File: src/rtl/xif_coproc_arbiter.sv
// Shares one core-side eXtension interface (issue/commit/result) between NUM_CP coprocessors.
// Tracks the owner of every in-flight ID and round-robins coprocessor results into one output stage.
module xif_coproc_arbiter #(
    parameter int NUM_CP          = 2,
    parameter int X_ID_WIDTH      = 4,
    parameter int XLEN            = 32,
    parameter int MAX_OUTSTANDING = 4
) (
    input  logic                         clk_i,
    input  logic                         rst_ni,
    input  logic                         issue_valid_i,
    output logic                         issue_ready_o,
    input  logic [31:0]                  issue_instr_i,
    input  logic [X_ID_WIDTH-1:0]        issue_id_i,
    output logic                         issue_accept_o,
    output logic                         issue_writeback_o,
    input  logic                         commit_valid_i,
    input  logic [X_ID_WIDTH-1:0]        commit_id_i,
    input  logic                         commit_kill_i,
    output logic                         result_valid_o,
    input  logic                         result_ready_i,
    output logic [X_ID_WIDTH-1:0]        result_id_o,
    output logic [XLEN-1:0]              result_data_o,
    output logic [4:0]                   result_rd_o,
    output logic                         result_we_o,
    output logic                         accept_conflict_o,
    output logic [NUM_CP-1:0]            cp_issue_valid_o,
    input  logic [NUM_CP-1:0]            cp_issue_ready_i,
    input  logic [NUM_CP-1:0]            cp_issue_accept_i,
    input  logic [NUM_CP-1:0]            cp_issue_wb_i,
    output logic [31:0]                  cp_issue_instr_o,
    output logic [X_ID_WIDTH-1:0]        cp_issue_id_o,
    output logic [NUM_CP-1:0]            cp_commit_valid_o,
    output logic [X_ID_WIDTH-1:0]        cp_commit_id_o,
    output logic                         cp_commit_kill_o,
    input  logic [NUM_CP-1:0]            cp_result_valid_i,
    output logic [NUM_CP-1:0]            cp_result_ready_o,
    input  logic [NUM_CP*X_ID_WIDTH-1:0] cp_result_id_i,
    input  logic [NUM_CP*XLEN-1:0]       cp_result_data_i,
    input  logic [NUM_CP*5-1:0]          cp_result_rd_i,
    input  logic [NUM_CP-1:0]            cp_result_we_i
);

    localparam int NUM_IDS = 2 ** X_ID_WIDTH;
    localparam int OW      = (NUM_CP > 1) ? $clog2(NUM_CP) : 1;
    localparam int CW      = $clog2(MAX_OUTSTANDING + 1);
    localparam logic [CW-1:0] MAX_CNT = CW'(MAX_OUTSTANDING);

    logic [NUM_IDS-1:0]    tbl_valid;
    logic [OW-1:0]         tbl_owner [NUM_IDS];
    logic [CW-1:0]         count;
    logic [CW-1:0]         count_next;
    logic [OW-1:0]         rr_ptr;

    logic                  res_valid;
    logic [X_ID_WIDTH-1:0] res_id;
    logic [XLEN-1:0]       res_data;
    logic [4:0]            res_rd;
    logic                  res_we;
    logic                  conflict;

    logic                  stall;
    logic                  issue_hs;
    logic                  iss_found;
    logic [OW-1:0]         iss_owner;
    logic                  multi_accept;
    logic                  alloc;
    logic                  alloc_eff;

    logic                  cmt_hit_tbl;
    logic                  cmt_hit_byp;
    logic [OW-1:0]         cmt_owner;
    logic                  kill_tbl;
    logic                  kill_byp;

    logic                  load;
    logic                  grant_found;
    logic                  grant_valid;
    logic [OW-1:0]         grant_idx;
    logic [X_ID_WIDTH-1:0] g_id;
    logic                  g_live;
    logic                  stage_load;
    logic                  ret_hs;
    logic                  ret_free;

    always_comb begin
        stall             = (count == MAX_CNT) | tbl_valid[issue_id_i];
        issue_ready_o     = ~stall & (&cp_issue_ready_i);
        cp_issue_valid_o  = {NUM_CP{issue_valid_i & ~stall}};
        cp_issue_instr_o  = issue_instr_i;
        cp_issue_id_o     = issue_id_i;
        issue_hs          = issue_valid_i & issue_ready_o;

        iss_found = 1'b0;
        iss_owner = '0;
        for (int i = 0; i < NUM_CP; i++) begin
            if (cp_issue_accept_i[i] && !iss_found) begin
                iss_found = 1'b1;
                iss_owner = OW'(i);
            end
        end
        multi_accept      = |(cp_issue_accept_i & (cp_issue_accept_i - NUM_CP'(1)));
        issue_accept_o    = issue_hs & iss_found;
        issue_writeback_o = issue_accept_o & cp_issue_wb_i[iss_owner];
        alloc             = issue_accept_o;

        // A commit for an ID being accepted this very cycle is steered to the accepting CP.
        cmt_hit_tbl       = commit_valid_i & tbl_valid[commit_id_i];
        cmt_hit_byp       = commit_valid_i & alloc & (issue_id_i == commit_id_i);
        cmt_owner         = cmt_hit_byp ? iss_owner : tbl_owner[commit_id_i];
        cp_commit_valid_o = '0;
        if (cmt_hit_tbl | cmt_hit_byp) begin
            cp_commit_valid_o[cmt_owner] = 1'b1;
        end
        cp_commit_id_o    = commit_id_i;
        cp_commit_kill_o  = commit_kill_i;
        kill_tbl          = cmt_hit_tbl & commit_kill_i;
        kill_byp          = cmt_hit_byp & commit_kill_i;
        alloc_eff         = alloc & ~kill_byp;
    end

    always_comb begin
        load        = ~res_valid | result_ready_i;
        grant_found = 1'b0;
        grant_idx   = '0;
        for (int k = 0; k < NUM_CP; k++) begin
            if (!grant_found && cp_result_valid_i[(int'(rr_ptr) + k) % NUM_CP]) begin
                grant_found = 1'b1;
                grant_idx   = OW'((int'(rr_ptr) + k) % NUM_CP);
            end
        end
        grant_valid       = load & grant_found;
        cp_result_ready_o = '0;
        if (grant_valid) begin
            cp_result_ready_o[grant_idx] = 1'b1;
        end

        // Results for killed IDs are still consumed from the CP but never reach the core.
        g_id       = cp_result_id_i[int'(grant_idx)*X_ID_WIDTH +: X_ID_WIDTH];
        g_live     = tbl_valid[g_id] & ~(kill_tbl & (commit_id_i == g_id));
        stage_load = grant_valid & g_live;

        ret_hs     = res_valid & result_ready_i;
        ret_free   = ret_hs & tbl_valid[res_id] & ~(kill_tbl & (commit_id_i == res_id));

        count_next = count;
        if (alloc_eff) count_next = count_next + CW'(1);
        if (kill_tbl)  count_next = count_next - CW'(1);
        if (ret_free)  count_next = count_next - CW'(1);
    end

    always_ff @(posedge clk_i or negedge rst_ni) begin
        if (!rst_ni) begin
            tbl_valid <= '0;
            for (int i = 0; i < NUM_IDS; i++) begin
                tbl_owner[i] <= '0;
            end
            count     <= '0;
            rr_ptr    <= '0;
            res_valid <= 1'b0;
            res_id    <= '0;
            res_data  <= '0;
            res_rd    <= '0;
            res_we    <= 1'b0;
            conflict  <= 1'b0;
        end else begin
            if (alloc_eff) begin
                tbl_valid[issue_id_i] <= 1'b1;
                tbl_owner[issue_id_i] <= iss_owner;
            end
            if (kill_tbl) tbl_valid[commit_id_i] <= 1'b0;
            if (ret_free) tbl_valid[res_id] <= 1'b0;
            count <= count_next;
            if (grant_valid) begin
                rr_ptr <= (grant_idx == OW'(NUM_CP - 1)) ? '0 : grant_idx + OW'(1);
            end
            if (stage_load) begin
                res_valid <= 1'b1;
                res_id    <= g_id;
                res_data  <= cp_result_data_i[int'(grant_idx)*XLEN +: XLEN];
                res_rd    <= cp_result_rd_i[int'(grant_idx)*5 +: 5];
                res_we    <= cp_result_we_i[grant_idx];
            end else if (ret_hs) begin
                res_valid <= 1'b0;
            end
            if (issue_hs && multi_accept) conflict <= 1'b1;
        end
    end

    assign result_valid_o    = res_valid;
    assign result_id_o       = res_id;
    assign result_data_o     = res_data;
    assign result_rd_o       = res_rd;
    assign result_we_o       = res_we;
    assign accept_conflict_o = conflict;

`ifndef SYNTHESIS
    a_count_max: assert property (@(posedge clk_i) disable iff (!rst_ni) count <= MAX_CNT);
    a_count_underflow: assert property (@(posedge clk_i) disable iff (!rst_ni)
        (int'(count) + int'(alloc_eff)) >= (int'(kill_tbl) + int'(ret_free)));
`endif

endmodule

File: config.mk
export PLATFORM = sky130hd
export DESIGN_NAME = xif_coproc_arbiter
export DESIGN_NICKNAME = d
export VERILOG_FILES = /design/src/rtl/xif_coproc_arbiter.sv
export SDC_FILE = /design/constraint.sdc
export NUM_CORES = 1
export LEC_CHECK = 0
export CAP_MARGIN = 30
export CORE_ASPECT_RATIO = 1.5
export CORE_MARGIN = 2
export CORE_UTILIZATION = 44
export DETAILED_ROUTE_END_ITERATION = 6
export PLACE_DENSITY = 0.9
export SYNTH_ARGS = -nofsm -noshare
export SYNTH_HDL_FRONTEND = slang
export SYNTH_SLANG_ARGS = --single-unit
File: constraint.sdc
create_clock -name clk_i -period 3.08 [get_ports clk_i]
set_input_delay 0.308 -clock clk_i [delete_from_list [all_inputs] [get_ports clk_i]]
set_output_delay 0.308 -clock clk_i [all_outputs]
set_load 0.05 [all_outputs]
==> results of run 1 <==
[registers in the layout (all words and copies together), names as in the netlist, 3 cells and up]
signal	cells
count	3
result_data_o	32
result_id_o	4
result_rd_o	5
tbl_owner	16
tbl_valid	16
[power breakdown]
group          internal, uW  leakage, uW  total, uW  switching (uW)
clock network           639     0.000152       1100             466
registers              1460     0.000983       1860             391
logic                  1740      0.00234       3880            2140
total                  3840      0.00347       6840            3000
[final timing paths]
kind	from	endpoint	slack, ps	cells after the start
min in group asynchronous	rst_ni	result_data_o[30]	490	2
worst min register to register	accept_conflict_o	accept_conflict_o	480	1
worst min-delay path	accept_conflict_o	accept_conflict_o	480	1
worst max-delay path	commit_id_i[1]	cp_commit_valid_o[1]	90	7
max in group asynchronous	rst_ni	tbl_valid[7]	1980	3
worst max register to register	tbl_valid[8]	count[2]	140	13
[timing repair]
item	in CTS	in global routing
pin swaps	0	2
setup buffers	0	1
resized for setup	5	7
endpoints found under the hold margin	0	12
hold buffers	0	1
setup endpoints to repair	3	3
[layout make-up]
type                    count  area [um2]
flip-flops and latches     80        2003
clock buffers               9       225.2
multi-input cells         334        3055
clock inverters             7       77.57
fillers                   925        4449
repair buffers            243        2380
inverters                  17       63.81
well taps                 156       195.2
[cells in the mapped netlist (8+ instances only)]
master / n / area share [%]
a21oi_1: 14 / 1.3
buf_4: 48 / 6.4
clkbuf_1: 8 / 0.54
dfrtp_1: 80 / 36
inv_1: 17 / 1.1
mux2_2: 67 / 13
mux2_4: 31 / 8.3
mux2i_1: 12 / 2.1
mux4_2: 9 / 3.6
nand2_1: 20 / 1.3
nand2b_1: 8 / 0.89
nand3_1: 14 / 1.3
nor2_1: 12 / 0.81
nor3_1: 11 / 0.98
o21ai_0: 12 / 1.1
xnor2_1: 8 / 1.3
xor2_1: 8 / 1.3
[through the flow]
stage | setup TNS (ps) | instances | hold slack (ps) | util, % | total power (uW)
floorplan | 0 | 501 | 12.41 | - | 4355
global placement | -3955 | 827 | 459.2 | 61.28 | 5606
detailed placement | -7371 | 827 | 471.4 | 61.28 | 5700
CTS | 0 | 843 | 186.8 | 63.77 | 6838
global route | 0 | 846 | 495.4 | 64.26 | 7126
finish | 0 | 846 | 479.0 | 64.26 | 6839
[critical path: stages]
cell	delay, ps
clkdlybuf4s50_1	610
buf_4	310
mux4_2	360
mux4_2	560
nor2b_1	170
o21a_1	200
buf_12	150
[logic make-up (layout without fill, tap and decap cells)]
group | count (synthesis) | after routing | synth area share (%)
simple gates | 113 | 113 | 11.19
buf+inv | 87 | 276 | 10.02
mux | 128 | 128 | 29.93
fa+ha+maj | 4 | 4 | 0.8949
flops | 80 | 80 | 35.79
xor+xnor | 17 | 17 | 2.797
compound gates | 72 | 72 | 9.374
[per-layer routing]
metal,track usage [%],part of all wire (%),wire (um),vias up
li1,-,-,-,2165
met1,27.98,33,5824,2304
met2,44.99,51,9021,300
met3,5.244,8.6,1521,89
met4,18.95,7.6,1337,0
met5,0,0,0,-
==> impl_results.md, run 1 <==
* Outcome: complete, no violations
* Sequential-to-total area share from yosys stat at 35.79%
* Die Y-Extent at 142.1 um
* Min-delay worst type: reg2reg
* Wire per inst at 20.93 um
* Peak VDD IR at 0.0005987 V
* 1st-pass router iterations at 6
* Residual DRC count at 0
* Most common cell after layout, fill and taps aside: clkdlybuf4s50_1
* IO Count at ~230
* Pin count of the biggest net entering global routing at 81
* Remaining global-route overflow at 0
* Critical Path Start Type: input port
* CTS Buf Count at 9
* Root Driver: clkbuf_16
* # rows at 50
* Final Routed Wirelength at 17700 um
* Clock tree buffer depth at 2
* Clk slew on worst S/H paths at ~70 ps
* Maxcap violations at 0
* Mapped Area at 5593 um2
* CP Capture Type: output port
* Leak at ~0.0035 uW
* Initial Util at roughly 45%
* Post-synth cell types at 58
* Die extent in x at 96.06 um
* Slew @ Worst Pin at roughly 570 ps
* Vias in the first global route at 5026
* Slew HR at between 60 and 70%
* Dpl cell area at 7629 um2
* Worst EP arrival at 2680 ps
* Number of synthesized flops with an enable pin at 0
* Design area at about 8000 um2
* Synth Instances at between 500 and 600
* Worst Path Max Fanout at 15
* DR iter-0 viols at 255
* First-pass GRT wire length at roughly 27000 um
* RSZ-0062 raised after global routing: no
* Yosys warns at 0
* PortBufs at between 150 and 200
* Gpl congestion at 0.9711
* Worst Slack Setup Final at roughly 95 ps
* CTS tree: built
* Syn_nets at 643
* Antenna Nets Post-Route at 0
* Post-Syn Area per Cell at 11.16 um2
* Share of flip-flops with an asynchronous set or reset at 100.0%
* H-tree lvl count at 3
* Area Overhead vs Synth at 43.04%
* Total vias in the final route at 4858
* Final hold vios at 0
* # diodes at 0
* GRT Resource Usage Total at 26.29%
* Commonest cells after routing, fill and taps aside: clkdlybuf4s50_1, dfrtp_1, buf_4, mux2_2, mux2_4
* Vias per std cell at 5.742
* Clock sink count at 80
* Main flop type after synthesis: dfrtp_1
* Nets at ~830
* Data required, critical path at ~2800 ps
* Max Fclk at 335.0 MHz
* DP HPWL at 13720 um
* Initial antenna violation count at 0
* Max-slew violations at 0
* Flops & latches, synth at 80
* Crit path kind: in2out
* Die Area at 13650 um2
* Clock Skews at 9.273 ps
* Pwr per Cell Area at 854.9 nW/um2
* Fin crit share at 96.93%
* Share of cells above drive strength 1 at ~32%
* Endpoints failing setup at 0
* Final worst path period need at 2985 ps
* Worst slack, placed at -530.0 ps
* Clk_lat worst skew at 340 ps
* Core area at about 12000 um2
No activity file was read; power rests on OpenSTA's default activity.
==> inputs of run 2 (changes only) <==
--- a/config.mk
+++ b/config.mk
@@ -8,9 +8,10 @@
 export CAP_MARGIN = 30
 export CORE_ASPECT_RATIO = 1.5
 export CORE_MARGIN = 2
-export CORE_UTILIZATION = 44
+export CORE_UTILIZATION = 39
 export DETAILED_ROUTE_END_ITERATION = 6
-export PLACE_DENSITY = 0.9
+export PLACE_DENSITY = 0.82
+export SLEW_MARGIN = 20
 export SYNTH_ARGS = -nofsm -noshare
 export SYNTH_HDL_FRONTEND = slang
 export SYNTH_SLANG_ARGS = --single-unit
==> run 2 against run 1 <==
  * Fmax increased by 2.6%
  * Register-to-register slack gained 30 ps
  * Die area rose by 12%
  * Core utilization is 7.0 points lower
  * Clock power grew 4%
  * First-iteration DRC count increased by 33%
  * Non-clock buffer count is 4 lower
  * Critical path depth rose by 6
  * Power fell by 0.64%
  * Hold slack improved by 8.6 ps
  * Combinational power decreased by 2%
  * Count of clock-buffer cells in the layout unchanged
  * Critical endpoint is now count[2]
==> impl_results.md, run 2 (synthesis gave the netlist of run 1 again) <==
* Total vias in the final route at 4743
* Fill cell count at 1159
* Gpl congestion at a little over 1
* Residual DRC count at 0
* Remaining global-route overflow at 0
* Critical Path Start Type: input port
* Slew HR at 61.64%
* Final worst path period need at slightly below 3000 ps
* Die extent in x at 101.8 um
* Final hold vios at 0
* Clk_lat worst skew at between 300 and 400 ps
* Peak VDD IR at 0.0005710 V
* DR iter-0 viols at 339
* Share of cells above drive strength 1 at 32.02%
* Worst Slack Setup Final at 168.9 ps
* CP Capture Type: register
* PortBufs at 167
* Final Routed Wirelength at about 17000 um
* Crit path kind: in2reg
* IO Count at 232
* RSZ-0062 raised after global routing: no
* H-tree lvl count at 3
* Area Overhead vs Synth at 43.20%
* Worst Path Max Fanout at 5
* Leak at 0.003463 uW
* Nets at 823
* Fin crit share at 94.52%
* Endpoints failing setup at 0
* Initial antenna violation count at 0
* CTS tree: built
* First-pass GRT wire length at 26750 um
* Outcome: complete, no violations
* Die Area at approximately 15000 um2
* 1st-pass router iterations at 4
* Met1 usage at ~25%
* Final Core Density at 57.24%
* GRT Max-Usage Layer: met2
* Met3 Track Usage GR at 5.617%
* Initial Util at about 40%
* Worst slack, placed at -538.1 ps
* Clock tree buffer depth at 2
* Most common cell after layout, fill and taps aside: clkdlybuf4s50_1
* Pwr per Cell Area at about 850 nW/um2
* Die Y-Extent at 150.7 um
* DP HPWL at ~14000 um
* Max-slew violations at 0
* Pin count of the biggest net entering global routing at 46
* CTS Buf Count at 9
* Met2 usage at roughly two fifths
* GRT Resource Usage Total at 22.95%
* Wire per inst at 19.48 um
* Clock Skews at 8.362 ps
* Maxcap violations at 0
* Vias per std cell at 5.414
* Clk slew on worst S/H paths at 60 ps
* Data required, critical path at 3340 ps
* Placed insts at 861
* Max Fclk at 343.5 MHz
* Clock sink count at 80
* Root Driver: clkbuf_16
* Commonest cells after routing, fill and taps aside: clkdlybuf4s50_1, dfrtp_1, buf_4, mux2_2, mux2_4
* Slew @ Worst Pin at 575.4 ps
* Core area at 13990 um2
* # diodes at 0
* Fin Hold WS at just under 500 ps
* Largest register FFs at 32
* Antenna Nets Post-Route at 0
* Vias in the first global route at just over 5000
* # rows at 53
* Worst EP arrival at around 3200 ps
* Min-delay worst type: reg2reg
* Final cell count without fillers at 876
run 2: cell types whose count changed in the layout (fill, tap and decap cells not counted), sizes merged:
cell           before  now
dlygate4sd2         1    2
buf                84   80
inv                20   18
dlymetal6s2s        2    3
clkdlybuf4s15       1    0
clkinv              3    2
clkdlybuf4s50     154  153
bufinv              1    2
run 2: area by class of cell:
cell class / instances / area, um2 / area share, %
sequential: 80 / 2003 / 25.01
inverter: 17 / 63.81 / 0.7968
tap: 192 / 240.2 / 3.000
clock inverter: 5 / 82.58 / 1.031
multi-input combinational: 334 / 3064 / 38.26
timing repair buffer: 239 / 2330 / 29.09
clock buffer: 9 / 225.2 / 2.812
run 2: stage by stage:
stage                     TNS [ps]  power (uW)  cell area [um2]
after floorplan                  0        4355             5593
after global placement       -3384        5545             7626
after detailed placement     -8013        5635             7646
after CTS                        0        6806             7971
after global routing             0        7113             8009
final                            0        6795             8009
run 2: per-layer routing:
metal  up-vias  routed length, um
li1       2147                  -
met1      2261               5938
met2       267               8712
met3        68               1487
met4         0                924
met5         -                  0
run 2: repair_timing:
| action | in CTS | in global routing |
|---|---|---|
| gates resized for setup | 5 | 11 |
| endpoints found under the setup margin | 2 | 3 |
| cloned | 0 | 0 |
| hold buffers | 1 | 0 |
| setup buffers | 0 | 0 |
| endpoints found under the hold margin | 44 | 0 |
run 2: final timing paths:
path                                      to  slack (ps)               from  cells after the start
max                                 count[2]         170      issue_id_i[1]                     13
min                        accept_conflict_o         490  accept_conflict_o                      1
max reg2reg                         count[2]         170       tbl_valid[7]                     12
min reg2reg                accept_conflict_o         490  accept_conflict_o                      1
max in group asynchronous      tbl_valid[12]        1960             rst_ni                      3
min in group asynchronous  result_data_o[11]         530             rst_ni                      2
run 2: critical path, stage by stage:
cell and delay [ps]:
dlygate4sd2_1 340, mux2_2 370, a222oi_1 430, and3b_1 240
and2_4 180, xnor2_2 120, ha_1 250, mux2_2 280
ha_1 210, inv_1 50, nor2_1 50, xnor2_1 180
xnor2_1 140
run 2: report_power, final:
part	internal (uW)	leakage (uW)	switching, uW
clock network	704	0.000152	434
logic	1690	0.00233	2120
registers	1460	0.000983	381
total	3860	0.00346	2940
